### src/rtl/track_sequencer.sv
// Track selector for the music player. Holds the index of the track that is
// playing and moves it on next/prev button releases or when a song ends.
// Play modes: wrap, linear, repeat-one and shuffle. Shuffle draws its index
// from a free-running 8-bit LFSR. select and start are registered, so start
// is high in the same cycle that a new select value first appears.
module track_sequencer #(
  parameter int          N_TRACKS  = 4,
  parameter int          SEL_W     = 2,
  parameter logic [7:0]  LFSR_SEED = 8'hA5
) (
  input  logic             clk,
  input  logic             reset,
  input  logic             next,
  input  logic             prev,
  input  logic             song_end,
  input  logic [1:0]       mode,
  output logic [SEL_W-1:0] select,
  output logic             start,
  output logic             finished
);

  localparam logic [1:0] M_WRAP   = 2'b00;
  localparam logic [1:0] M_LINEAR = 2'b01;
  localparam logic [1:0] M_REPEAT = 2'b10;
  localparam logic [1:0] M_SHUF   = 2'b11;

  localparam logic [SEL_W-1:0] LAST = SEL_W'(N_TRACKS - 1);

  // Modulo width: wide enough for both the LFSR and the track index.
  localparam int MW = (SEL_W > 8) ? SEL_W : 8;

  typedef enum logic [2:0] {
    IDLE    = 3'd0,
    HOLD_N  = 3'd1,
    HOLD_P  = 3'd2,
    ADVANCE = 3'd3,
    RETREAT = 3'd4,
    REPLAY  = 3'd5
  } state_t;

  state_t           r_state;
  state_t           w_state_nxt;
  logic [SEL_W-1:0] r_select;
  logic [SEL_W-1:0] w_select_nxt;
  logic             r_start;
  logic             w_start_nxt;
  logic             r_finished;
  logic             w_finished_nxt;
  // Remembers that ADVANCE was reached from song_end, not from a button.
  // Only the linear-mode "parked" case needs this distinction.
  logic             r_from_end;
  logic             w_from_end_nxt;
  logic [7:0]       r_lfsr;
  logic             w_lfsr_fb;

  logic [MW-1:0]    w_lfsr_ext;
  logic [MW-1:0]    w_mod;
  logic [SEL_W-1:0] w_idx;
  logic [SEL_W-1:0] w_shuf;
  logic [SEL_W-1:0] w_inc;
  logic [SEL_W-1:0] w_dec;

  assign select   = r_select;
  assign start    = r_start;
  assign finished = r_finished;

  // Fibonacci taps 8,6,5,4 (maximal length), so a nonzero seed never reaches 0.
  assign w_lfsr_fb = r_lfsr[7] ^ r_lfsr[5] ^ r_lfsr[4] ^ r_lfsr[3];

  // Shuffle pick: LFSR modulo track count, bumped by one (wrapping) if it
  // would replay the current track.
  assign w_lfsr_ext = MW'(r_lfsr);
  assign w_mod      = w_lfsr_ext % MW'(N_TRACKS);
  assign w_idx      = SEL_W'(w_mod);
  assign w_inc      = (r_select == LAST) ? '0 : r_select + 1'b1;
  assign w_dec      = (r_select == '0)   ? LAST : r_select - 1'b1;
  assign w_shuf     = (w_idx != r_select) ? w_idx :
                      (w_idx == LAST)     ? '0    : w_idx + 1'b1;

  // LFSR shifts on every clock, independent of the FSM.
  always_ff @(posedge clk or posedge reset) begin
    if (reset) r_lfsr <= LFSR_SEED;
    else       r_lfsr <= {r_lfsr[6:0], w_lfsr_fb};
  end

  // State register.
  always_ff @(posedge clk or posedge reset) begin
    if (reset) r_state <= IDLE;
    else       r_state <= w_state_nxt;
  end

  // Next-state logic: song_end beats prev beats next in IDLE; moves happen on
  // button release.
  always_comb begin
    w_state_nxt = r_state;
    case (r_state)
      IDLE: begin
        if (song_end)  w_state_nxt = (mode == M_REPEAT) ? REPLAY : ADVANCE;
        else if (prev) w_state_nxt = HOLD_P;
        else if (next) w_state_nxt = HOLD_N;
      end
      HOLD_N:  if (!next) w_state_nxt = ADVANCE;
      HOLD_P:  if (!prev) w_state_nxt = RETREAT;
      ADVANCE: w_state_nxt = IDLE;
      RETREAT: w_state_nxt = IDLE;
      REPLAY:  w_state_nxt = IDLE;
      default: w_state_nxt = IDLE;
    endcase
  end

  // Output logic: next values for select/start/finished; mode is read in the
  // cycle the move is applied.
  always_comb begin
    w_select_nxt   = r_select;
    w_start_nxt    = r_start;
    w_finished_nxt = r_finished;
    w_from_end_nxt = r_from_end;
    case (r_state)
      IDLE: begin
        w_start_nxt    = 1'b0;
        w_from_end_nxt = song_end;
      end
      ADVANCE: begin
        case (mode)
          M_LINEAR: begin
            if (r_select == LAST) begin
              // Parked on the last track: no restart, flag end of playlist
              // only when the song actually ran out.
              w_start_nxt = 1'b0;
              if (r_from_end) w_finished_nxt = 1'b1;
            end else begin
              w_select_nxt = r_select + 1'b1;
              w_start_nxt  = 1'b1;
            end
          end
          M_SHUF: begin
            w_select_nxt = w_shuf;
            w_start_nxt  = 1'b1;
          end
          default: begin
            w_select_nxt = w_inc;
            w_start_nxt  = 1'b1;
          end
        endcase
      end
      RETREAT: begin
        // Linear mode on track 0 restarts the track rather than wrapping.
        w_select_nxt = ((mode == M_LINEAR) && (r_select == '0)) ? '0 : w_dec;
        w_start_nxt  = 1'b1;
      end
      REPLAY: begin
        w_start_nxt = 1'b1;
      end
      default: ;
    endcase
    // Any (re)start clears the end-of-playlist flag.
    if (w_start_nxt) w_finished_nxt = 1'b0;
  end

  // Output registers; start is high through reset so the note sequencer
  // begins track 0 as soon as reset is released.
  always_ff @(posedge clk or posedge reset) begin
    if (reset) begin
      r_select   <= '0;
      r_start    <= 1'b1;
      r_finished <= 1'b0;
      r_from_end <= 1'b0;
    end else begin
      r_select   <= w_select_nxt;
      r_start    <= w_start_nxt;
      r_finished <= w_finished_nxt;
      r_from_end <= w_from_end_nxt;
    end
  end

endmodule

### config.mk
export PLATFORM = sky130hd
export DESIGN_NAME = track_sequencer
export DESIGN_NICKNAME = d
export VERILOG_FILES = /design/src/rtl/track_sequencer.sv
export SDC_FILE = /design/constraint.sdc
export NUM_CORES = 1
export LEC_CHECK = 0
export CAP_MARGIN = 10
export CORE_MARGIN = 2
export CORE_UTILIZATION = 46
export DETAILED_ROUTE_END_ITERATION = 16
export PLACE_DENSITY = 0.74
export SYNTH_ARGS = -nofsm -noshare
export SYNTH_HDL_FRONTEND = slang
export SYNTH_SLANG_ARGS = --single-unit
### constraint.sdc
create_clock -name clk -period 2.5 [get_ports clk]
set_input_delay 0.375 -clock clk [delete_from_list [all_inputs] [get_ports clk]]
set_output_delay 0.375 -clock clk [all_outputs]
set_load 0.02 [all_outputs]
# Word-level counts from Yosys, hierarchy flattened

Cells that the tools add are included.

Bits in registers: 16
Bits in latches: 0
Memory bits (writable): 0
Memory bits (read-only): 0
Bits of input ports: 7
Memories kept: 0

Add/subtract/negate cells: 3
Multiply operators: 0
Divide/modulo/power cells: 0
Magnitude comparators: 0
Equal/unequal tests: 15
Shifts and indexed selects: 0
Muxes and demuxes: 23
Bitwise gates (word level): 3
Reduce and logical (&&, ||, !) cells: 12

Operators by type and width:

| operator                                      | number |
|---|---|
| two-way mux 3 bit                             | 6 |
| two-way mux 2 bit                             | 6 |
| nonzero test 2 bit                            | 5 |
| one-hot mux 3 bit (3 select lines)            | 1 |
| == test 2 bit, second input constant          | 4 |
| one-hot mux 2 bit (2 select lines)            | 2 |
| two-way mux 1 bit                             | 7 |
| == test 3 x 2 -> 1 bit, second input constant | 2 |
| == test 3 bit, second input constant          | 2 |
| adder 2 x 1 -> 2 bit, second input constant   | 2 |
| inequality test 2 bit, second input constant  | 2 |
| inequality test 4 bit, second input constant  | 1 |
| AND reduction 4 bit                           | 1 |
| == test 3 x 1 -> 1 bit, second input constant | 1 |
| zero test 3 bit                               | 1 |
| inequality test 3 bit, second input constant  | 1 |
| one-hot mux 1 bit (3 select lines)            | 1 |
| AND reduction 3 bit                           | 1 |
| bitwise XOR 1 bit                             | 3 |
| == test 2 x 1 -> 1 bit, second input constant | 1 |
| zero test 2 bit                               | 1 |
| inequality test 2 bit                         | 1 |
| AND reduction 2 bit                           | 1 |
| OR reduction 2 bit                            | 1 |
| 2 further kinds                               | 2 |

# Logic depth before layout (Yosys ltp)

Gate-level depths: netlist (run 1).

Word-level depth: 6
Gate-level depth with buffers: 5
Gate-level depth less buffers: 5

# Worst setup path after synthesis (run 1)

Ideal clock, no wire load.

Path kind: register -> register
Start point: register r_select[0] (netlist: select[0])
End point: register r_select[1] (netlist: select[1])
Setup time: 0.124 ns
Arrival: 1.488 ns
Slack: 0.888 ns
Cell stages (with the launch flop): 6
Period minus slack after synthesis: 1.612 ns
Cell sequence: dfrtp_1 > inv_1 > ha_1 > nor3b_1 > o21ai_2 > a211o_1

Word-level cells in the longest chain between the ends: 4

Ends and longest elaborated chain:

| item                                                                    | RTL line | text |
|---|---|---|
| start: declaration                                                      | 43       | `logic [SEL_W-1:0] r_select;` |
| start signal: assignment                                                | 169      | `r_select <= w_select_nxt;` |
| adder 2 x 1 -> 2 bit, or another cell as far along                      | 75, 132  |  |
| two-way mux 2 bit, or another cell as far along                         | 75       | `assign w_inc = (r_select == LAST) ? '0 : r_select + 1'b1;` |
| one-hot mux 2 bit (2 select lines) or two-way mux 2 bit (tied branches) | 124, 148 |  |
| one-hot mux 2 bit (2 select lines)                                      | 118      | `case (r_state)` |

Parallel ways exist; a longest one is shown, timed or not. The select of a mux whose other input is x is not followed.
A chain may end at the register's enable or synchronous reset.

# Worst setup path in the final report (run 1)

Start point: register r_start (netlist: start)
End point: output port start

RTL lines:

| item                     | RTL line | text |
|---|---|---|
| start: declaration       | 45       | `logic r_start;` |
| start signal: assignment | 170      | `r_start <= w_start_nxt;` |
| end: declaration         | 18       | `output logic start,` |

No word-level cell between the ends.

==> results.cfg, run 1 <==
[floorplanning]
initial_core_util = 0.479
die_height_um = 46.2
pin_count = 11
coreArea_sq_um = 1710
die_area_sq_um = 2130
rows = 15
die_w_um = 46.2

[timing]
clock_skew_ns = 0.00317
rsz0062_at_grt = no
maxSlewHeadroom = 0.617
worstMarginPinSlew_ns = 0.573
fmax_mhz = 555
setup_viol_count_final = 0
timing_hold_violations_final = 0
period_share = 0.721
fin_ws_ns = 0.697
slew_violations = 0
holdWs_ns = 0.356
period_needed_ns = 1.80
fin_tns_setup_ns = 0

[worst_hold_path]
min_path_type = reg2reg

[setup_path]
start_kind = register
path_delay_family = buffers and inverters
crit_chain = clkdlybuf4s50_1
path_max_fanout = 3
crit_slowest_cell = clkdlybuf4s50_1
crit_path_max_incr_delay_ns = 0.60
cp-end-kind = output port
cp_num_buf_inv = 1
cp.required_ns = 2.12
critPathArrivalTime_ns = 1.43
setup.worst_path.class = reg2out

[power]
power.total_w = 0.000923
switchingPower_w = 0.000328
seq_power_share = 0.428
p_leak_nw = 0.450
swShare = 0.356
peakVddDrop_v = 0.000549
p_comb_frac = 0.395
clkPwrFrac = 0.177
power_density_nw_per_um2 = 936
p_int_w = 0.000594

[grt]
grt_pass1_wl_um = 2560
grt_max_degree = 17
overflow = 0
grt_pass1_vias = 578
antenna_found_initial = 0
track_usage = 0.170

[clock_tree]
htreeDepth = 1
cts_root_buffer = clkbuf_4
clockBufferDepth = 2
cts_sinks = 16
cts_made_buffers = 3
hold_buffers = 0
clk_latency_ns = 0.28
clk_pin_slew_worst_paths_ns = 0.09
cts-resized-gates = 0
cts_setup_buffers = 0
cts_tree = built

[place]
post-place-ws_ns = 0.640
dp_hpwl_um = 1030
gp_congestion = 0.727
io_buffers = 10

[synth]
synth_fp_nets = 85
synth_edf_count = 0
synth_cell_types = 35
yosysWarnings = 0
ys_ff_latch = 16
syn_inst = 75
synth_area_sq_um = 818
ys.flop_type = dfrtp_1
async_flop_share = 1.00
synth_area_per_cell_sq_um = 10.9
yosysSeqAreaShare = 0.497

[layout]
drive_above_1_share = 0.180
nFillCells = 153
final_cell_mix = dfrtp_1, clkdlybuf4s50_1, inv_1
areaGrowthSynthToFinish_pct = 20.5
n_antenna_cell = 0
nets = 100
final_common_cell = dfrtp_1
post-route-util = 0.577

[routing]
drt-wirelength-per-cell_um = 12.0
via_per_inst = 5.04
wirelength_um = 1370
drt-initial-drc-count = 4
vias = 575
drc = 0
firstDrtPassIters = 4
antenna_left = 0

[flow_run]
cap_viol_max_count = 0

[status]
status = complete, no violations
logic make-up after synthesis:
kind of cell             synth area share
flip-flops                          0.497
adder cells (fa/ha/maj)            0.0459
XOR/XNOR                           0.0535
AND/OR/NAND/NOR                     0.185
AO/OA/AOI/OAI                       0.173
buffers and inverters              0.0321
multiplexers                       0.0138
per-layer routing:
metal	vias up	GRT usage	part of all wire
li1	295	-	-
met1	271	0.226	0.47
met2	9	0.269	0.49
met3	0	0.0706	0.042
met4	0	0.0171	0
met5	-	0	0
final timing paths:
check	slack, ns	start	depth (start not counted)	to
max	0.70	start$_DFF_PP1_	1	start
min	0.36	r_lfsr[6]$_DFF_PP0_	0	r_lfsr[7]$_DFF_PP1_
max reg2reg	0.85	select[0]$_DFFE_PP0P_	5	select[1]$_DFFE_PP0P_
min reg2reg	0.36	r_lfsr[6]$_DFF_PP0_	0	r_lfsr[7]$_DFF_PP1_
max in group asynchronous	1.68	reset	2	r_lfsr[0]$_DFF_PP1_
min in group asynchronous	0.44	reset	2	r_from_end$_DFFE_PP0P_
area by class of cell:
type                    instances  area (sq um)  share of cell area
repair buffers                 10           100               0.102
multi-input cells              52           385               0.391
flip-flops and latches         16           407               0.412
well taps                      25          31.3              0.0317
clock buffers                   4          36.3              0.0368
inverters                       7          26.3              0.0266
sequential cells by signal (all words and copies together), names as in the netlist:
register	cells
start	1
finished	1
select	2
r_from_end	1
r_lfsr	8
r_state	3
worst reg2reg max path: stages, from the launching register on:
cell     delay, ns
dfrtp_1       0.45
inv_1         0.12
ha_1          0.24
nor3b_1       0.33
o21ai_2       0.10
a211o_1       0.30
per-stage QoR:
stage	instances	cell area (sq um)
after floorplan	75	818
after global placement	110	950
after detailed placement	110	950
after CTS	114	986
after global routing	114	986
final	114	986
Yosys cell counts, types with 3 or more instances:
library cell  number  area, sq um
nor3_1             3         15.0
inv_1              7         26.3
nor2_1             4         15.0
nor2b_1            3         18.8
dfrtp_1           11          275
xor2_1             3         26.3
a21oi_1            3         15.0
ha_1               3         37.5
dfstp_2            5          131
power groups by stage:
stage / clock (W) / combinational [W] / sequential (W)
detailed placement: 0 / 0.000366 / 0.000402
global placement: 0 / 0.000361 / 0.000399
global route: 0.000183 / 0.000416 / 0.000410
finish: 0.000163 / 0.000365 / 0.000395
CTS: 0.000170 / 0.000368 / 0.000396
floorplan: 0 / 0.000239 / 0.000411
No activity file was read; power rests on OpenSTA's default activity.
==> inputs of run 2 (changes only) <==
PLACE_DENSITY = 0.76   (was 0.74)
clock period = 1.5 ns   (was 2.5 ns; I/O delays follow)
==> run 2 against run 1 <==
Net effect:
- setup slack lost 0.69 ns
- clock skew grew 0.0078 ns
- first-iteration DRC count grew 50%
- critical endpoint is now select[1]$_DFFE_PP0P_
- wire length grew 18%
- cell count grew 14%
- non-clock buffer count grew 16
- register-to-register slack lost 0.84 ns
- global-route usage grew 2.2 points
- power grew 81%
- sequential power grew 54%
- die area is the same
- core utilization grew 8.1 points
==> results.cfg, run 2 (same netlist as run 1, synthesis figures left out) <==
[status]
status = complete, no violations

[layout]
nets = 116
largest_register_ffs = 8
areaGrowthSynthToFinish_pct = 37.5
drive_above_1_share = 0.362
multiInputGateArea_sq_um = 414
final_common_cell = buf_4
seqCellArea_sq_um = 408
largest-register = r_lfsr
final_cell_mix = buf_4, dfrtp_1, inv_1, clkdlybuf4s50_1, dfstp_2
nFillCells = 140
n_antenna_cell = 0

[power]
p_leak_nw = 0.542
clkPwrFrac = 0.139
switchingPower_w = 0.000601
peakVddDrop_v = 0.000839
seq_power_share = 0.363
p_int_w = 0.00107
p_comb_frac = 0.497
power_density_nw_per_um2 = 1490
swShare = 0.360
power.total_w = 0.00167

[floorplanning]
initial_core_util = 0.479
pin_count = 11
rows = 15
die_w_um = 46.2
die_area_sq_um = 2130
coreArea_sq_um = 1710
die_height_um = 46.2

[timing]
clock_skew_ns = 0.0110
setup_viol_count_final = 0
period_needed_ns = 1.49
maxSlewHeadroom = 0.830
fin_ws_ns = 0.00767
fmax_mhz = 670
worstMarginPinSlew_ns = 0.254
timing_hold_violations_final = 0
period_share = 0.995
rsz0062_at_grt = yes
slew_violations = 0
fin_tns_setup_ns = 0

[grt]
met2_usage = 0.311
use_met1 = 0.241
grt.busiest_layer = met2
overflow = 0
grt_pass1_vias = 647
met3_usage = 0.0706
grt_pass1_wl_um = 2810
antenna_found_initial = 0
grt_max_degree = 17
track_usage = 0.192

[place]
gp_congestion = 0.783
post-place-ws_ns = -0.0910
dp_hpwl_um = 1280
io_buffers = 10

[clock_tree]
htreeDepth = 1
cts_sinks = 16
clk_pin_slew_worst_paths_ns = 0.09
clk_latency_ns = 0.29
cts_root_buffer = clkbuf_4
clockBufferDepth = 2
hold_buffers = 0
cts_made_buffers = 3
cts_setup_buffers = 0
cts_tree = built

[routing]
drc = 0
vias = 673
firstDrtPassIters = 3
via_per_inst = 5.18
antenna_left = 0
drt-initial-drc-count = 6
wirelength_um = 1620
drt-wirelength-per-cell_um = 12.4

[setup_path]
cp-end-kind = register
start_kind = register
path_delay_family = compound AO/OA/AOI/OAI gates
critPathArrivalTime_ns = 1.68
path_max_fanout = 2
crit_slowest_cell = dfstp_2
setup.worst_path.class = reg2reg
cp.required_ns = 1.68
crit_chain = ha_4, o31a_1, o21a_1, a211o_1
crit_path_max_incr_delay_ns = 0.56
cp_num_buf_inv = 0

[flow_run]
cap_viol_max_count = 0

[worst_hold_path]
min_path_type = in2async
run 2: cell count changes in the layout (fill, tap and decap cells not counted), moves of 2 or more:
| cell | previous run | this run |
|---|---|---|
| buf_4 | 0 | 16 |
| clkdlybuf4s50_1 | 10 | 6 |
| dlygate4sd2_1 | 0 | 3 |
| ha_1 | 3 | 0 |
| ha_2 | 0 | 2 |
run 2: path summary, 6_finish.rpt:
check | end | start | slack, ns | cells after the start
max reg2reg | select[1]$_DFFE_PP0P_ | r_lfsr[0]$_DFF_PP1_ | 0.008 | 4
min reg2reg | r_lfsr[7]$_DFF_PP1_ | r_lfsr[6]$_DFF_PP0_ | 0.37 | 0
min in group clk | r_lfsr[7]$_DFF_PP1_ | r_lfsr[6]$_DFF_PP0_ | 0.37 | 0
max in group asynchronous | r_lfsr[5]$_DFF_PP1_ | reset | 1.00 | 3
max | select[1]$_DFFE_PP0P_ | r_lfsr[0]$_DFF_PP1_ | 0.008 | 4
min | r_state[1]$_DFFE_PP0P_ | reset | 0.24 | 3
run 2: worst min-delay path, cell delays in order:
cell	delay, ns
clkdlybuf4s50_1	0.40
inv_1	0.05
buf_4	0.22
run 2: area by class of cell:
type,count,area share
Multi-Input combinational cell,52,0.368
Sequential cell,16,0.363
Timing Repair Buffer,26,0.195
Tap cell,25,0.0278
Clock buffer,4,0.0234
Inverter,7,0.0234
run 2: power by group through the flow:
stage	sequential, W	combinational, W	clock [W]
after CTS	0.000608	0.000820	0.000242
final	0.000608	0.000831	0.000233
after floorplan	0.000687	0.000402	0
after global placement	0.000608	0.000812	0
after global routing	0.000628	0.000916	0.000249
after detailed placement	0.000615	0.000837	0
run 2: what timing repair did:
action	4_1_cts	5_1_grt
pin swaps	2	0
setup endpoints to repair	5	3
hold endpoints to repair	0	0
gates resized for setup	5	3
run 2: per-layer routing:
layer / part of all wire / vias up
li1: - / 331
met1: 0.42 / 331
met2: 0.53 / 9
met3: 0.040 / 2
met4: 0.0074 / 0
met5: 0 / -
run 2: stage by stage:
| step | utilization | hold WS (ns) | area, sq um | instances |
|---|---|---|---|---|
| after floorplan | - | 0.135 | 837 | 75 |
| after global placement | 0.637 | 0.337 | 1090 | 126 |
| after detailed placement | 0.637 | 0.348 | 1090 | 126 |
| after CTS | 0.653 | 0.246 | 1120 | 130 |
| after global routing | 0.659 | 0.260 | 1120 | 130 |
| final | 0.659 | 0.237 | 1120 | 130 |
==> inputs of run 3 (changes only) <==
CAP_MARGIN = 20   (was 10)
PLACE_DENSITY = 0.74   (was 0.76)
clock period = 1.4 ns   (was 1.5 ns; I/O delays follow)
==> run 3 against run 2 <==
Net effect:
- hold slack lost 0.011 ns
- clock skew shrank 0.011 ns
- clock-buffer cell count is the same
- fmax shrank 2.1%
- register-to-register slack lost 0.13 ns
- core utilization grew 4.1 points
- critical endpoint unchanged
- combinational power grew 26%
- the flow now finishes with violations (setup timing)
- sequential power grew 9.0%
- via count grew 4.9%
- largest power group unchanged
- first-iteration DRC count grew 83%
==> results.cfg, run 3 (same netlist as run 1, synthesis figures left out) <==
[place]
gp_congestion = 0.778
placed_area_sq_um = 1110
dp_hpwl_um = 1280
io_buffers = 10
post-place-ws_ns = -0.161

[clock_tree]
clk_latency_ns = 0.28
cts_tree = built
cts_sinks = 16
cts_root_buffer = clkbuf_4
htreeDepth = 1
clk_pin_slew_worst_paths_ns = 0.10
cts_made_buffers = 3
clockBufferDepth = 2
hold_buffers = 0

[floorplanning]
die_height_um = 46.2
die_w_um = 46.2
rows = 15
pin_count = 11
die_area_sq_um = 2130
initial_core_util = 0.479
coreArea_sq_um = 1710

[grt]
grt_max_degree = 17
grt_pass1_wl_um = 2800
grt_pass1_vias = 672
overflow = 0
antenna_found_initial = 0
track_usage = 0.186

[layout]
final_cell_mix = buf_4, dfrtp_1, clkdlybuf4s50_1
multiInputGateArea_sq_um = 442
drive_above_1_share = 0.418
largest_register_ffs = 8
nets = 121
seqCellArea_sq_um = 408
nFillCells = 133
stdcell_area_sq_um = 1190
final_common_cell = buf_4
largest-register = r_lfsr
n_antenna_cell = 0
areaGrowthSynthToFinish_pct = 46.0

[power]
seq_power_share = 0.329
power.total_w = 0.00202
clkPwrFrac = 0.152
p_int_w = 0.00130
switchingPower_w = 0.000711
swShare = 0.353
peakVddDrop_v = 0.00120
p_comb_frac = 0.519
power_density_nw_per_um2 = 1690
p_leak_nw = 0.562

[routing]
drt-initial-drc-count = 11
vias = 706
drc = 0
wirelength_um = 1730
via_per_inst = 5.23
antenna_left = 0
firstDrtPassIters = 4
drt-wirelength-per-cell_um = 12.8

[timing]
fin_ws_ns = -0.124
setup_viol_count_final = 1
period_share = 1.09
slew_violations = 0
period_needed_ns = 1.52
clock_skew_ns = 0.000419
rsz0062_at_grt = yes
worstMarginPinSlew_ns = 0.209
timing_hold_violations_final = 0
maxSlewHeadroom = 0.860
fin_tns_setup_ns = -0.124
fmax_mhz = 656

[setup_path]
crit_chain = ha_4, o31a_1, o21a_1, a211o_1
critPathArrivalTime_ns = 1.70
crit_slowest_cell = dfstp_2
start_kind = register
cp_num_buf_inv = 0
setup.worst_path.class = reg2reg
path_delay_family = compound AO/OA/AOI/OAI gates
crit_path_max_incr_delay_ns = 0.56
cp.required_ns = 1.58
cp-end-kind = register
path_max_fanout = 2

[worst_hold_path]
min_path_type = in2async

[status]
status = complete, but fails checks
failed_checks = setup timing

[flow_run]
cap_viol_max_count = 0
[run 3: changes by cell type in the layout (fill, tap and decap cells not counted), sizes merged]
cell and delta:
buf +5, dlymetal6s2s -1, clkdlybuf4s15 +2, dlygate4sd2 -2
clkbuf +1
[run 3: timing repair]
action	4_1_cts	5_1_grt
pin swaps	2	3
endpoints found under the hold margin	0	0
setup buffers	1	1
endpoints found under the setup margin	6	5
resized for setup	10	6
[run 3: layout make-up]
type | count | share of cell area
clock buffers | 4 | 0.0304
well taps | 25 | 0.0262
flip-flops and latches | 16 | 0.341
multi-input cells | 52 | 0.370
inverters | 7 | 0.0220
repair buffers | 31 | 0.210
[run 3: per-layer routing]
metal / up-vias / global-route usage / part of all wire
met5: - / 0 / 0
met4: 0 / 0.0971 / 0.0081
met3: 4 / 0.0392 / 0.043
met2: 20 / 0.303 / 0.50
met1: 346 / 0.227 / 0.45
li1: 336 / - / -
[run 3: stage by stage]
step | instances | hold slack [ns] | util
2_1_floorplan | 75 | 0.120 | -
3_3_place_gp | 129 | 0.339 | 0.651
3_5_place_dp | 129 | 0.341 | 0.651
4_1_cts | 134 | 0.229 | 0.685
5_1_grt | 135 | 0.275 | 0.700
6_report | 135 | 0.226 | 0.700
[run 3: worst paths after layout]
| check | start | endpoint | slack [ns] | depth (start not counted) |
|---|---|---|---|---|
| worst max-delay path | r_lfsr[0]$_DFF_PP1_ | select[1]$_DFFE_PP0P_ | -0.12 | 4 |
| worst min-delay path | reset | r_from_end$_DFFE_PP0P_ | 0.23 | 3 |
| worst max register to register | r_lfsr[0]$_DFF_PP1_ | select[1]$_DFFE_PP0P_ | -0.12 | 4 |
| worst min register to register | r_lfsr[6]$_DFF_PP0_ | r_lfsr[7]$_DFF_PP1_ | 0.36 | 0 |
| max in group asynchronous | reset | r_lfsr[7]$_DFF_PP1_ | 0.93 | 3 |
| min in group clk | r_lfsr[6]$_DFF_PP0_ | r_lfsr[7]$_DFF_PP1_ | 0.36 | 0 |
[run 3: power by group through the flow]
stage	Combinational (W)	Clock (W)	Sequential [W]
floorplan	0.000431	0	0.000736
global placement	0.000907	0	0.000662
detailed placement	0.000934	0	0.000668
CTS	0.000990	0.000315	0.000662
global route	0.00113	0.000332	0.000677
finish	0.00105	0.000307	0.000663
[run 3: worst reg2reg max path, delay by kind of cell (launching register included)]
family / cells / cell delay (ns)
AO/OA/AOI/OAI: 3 / 0.67
flip-flops: 1 / 0.56
adder cells (fa/ha/maj): 1 / 0.20
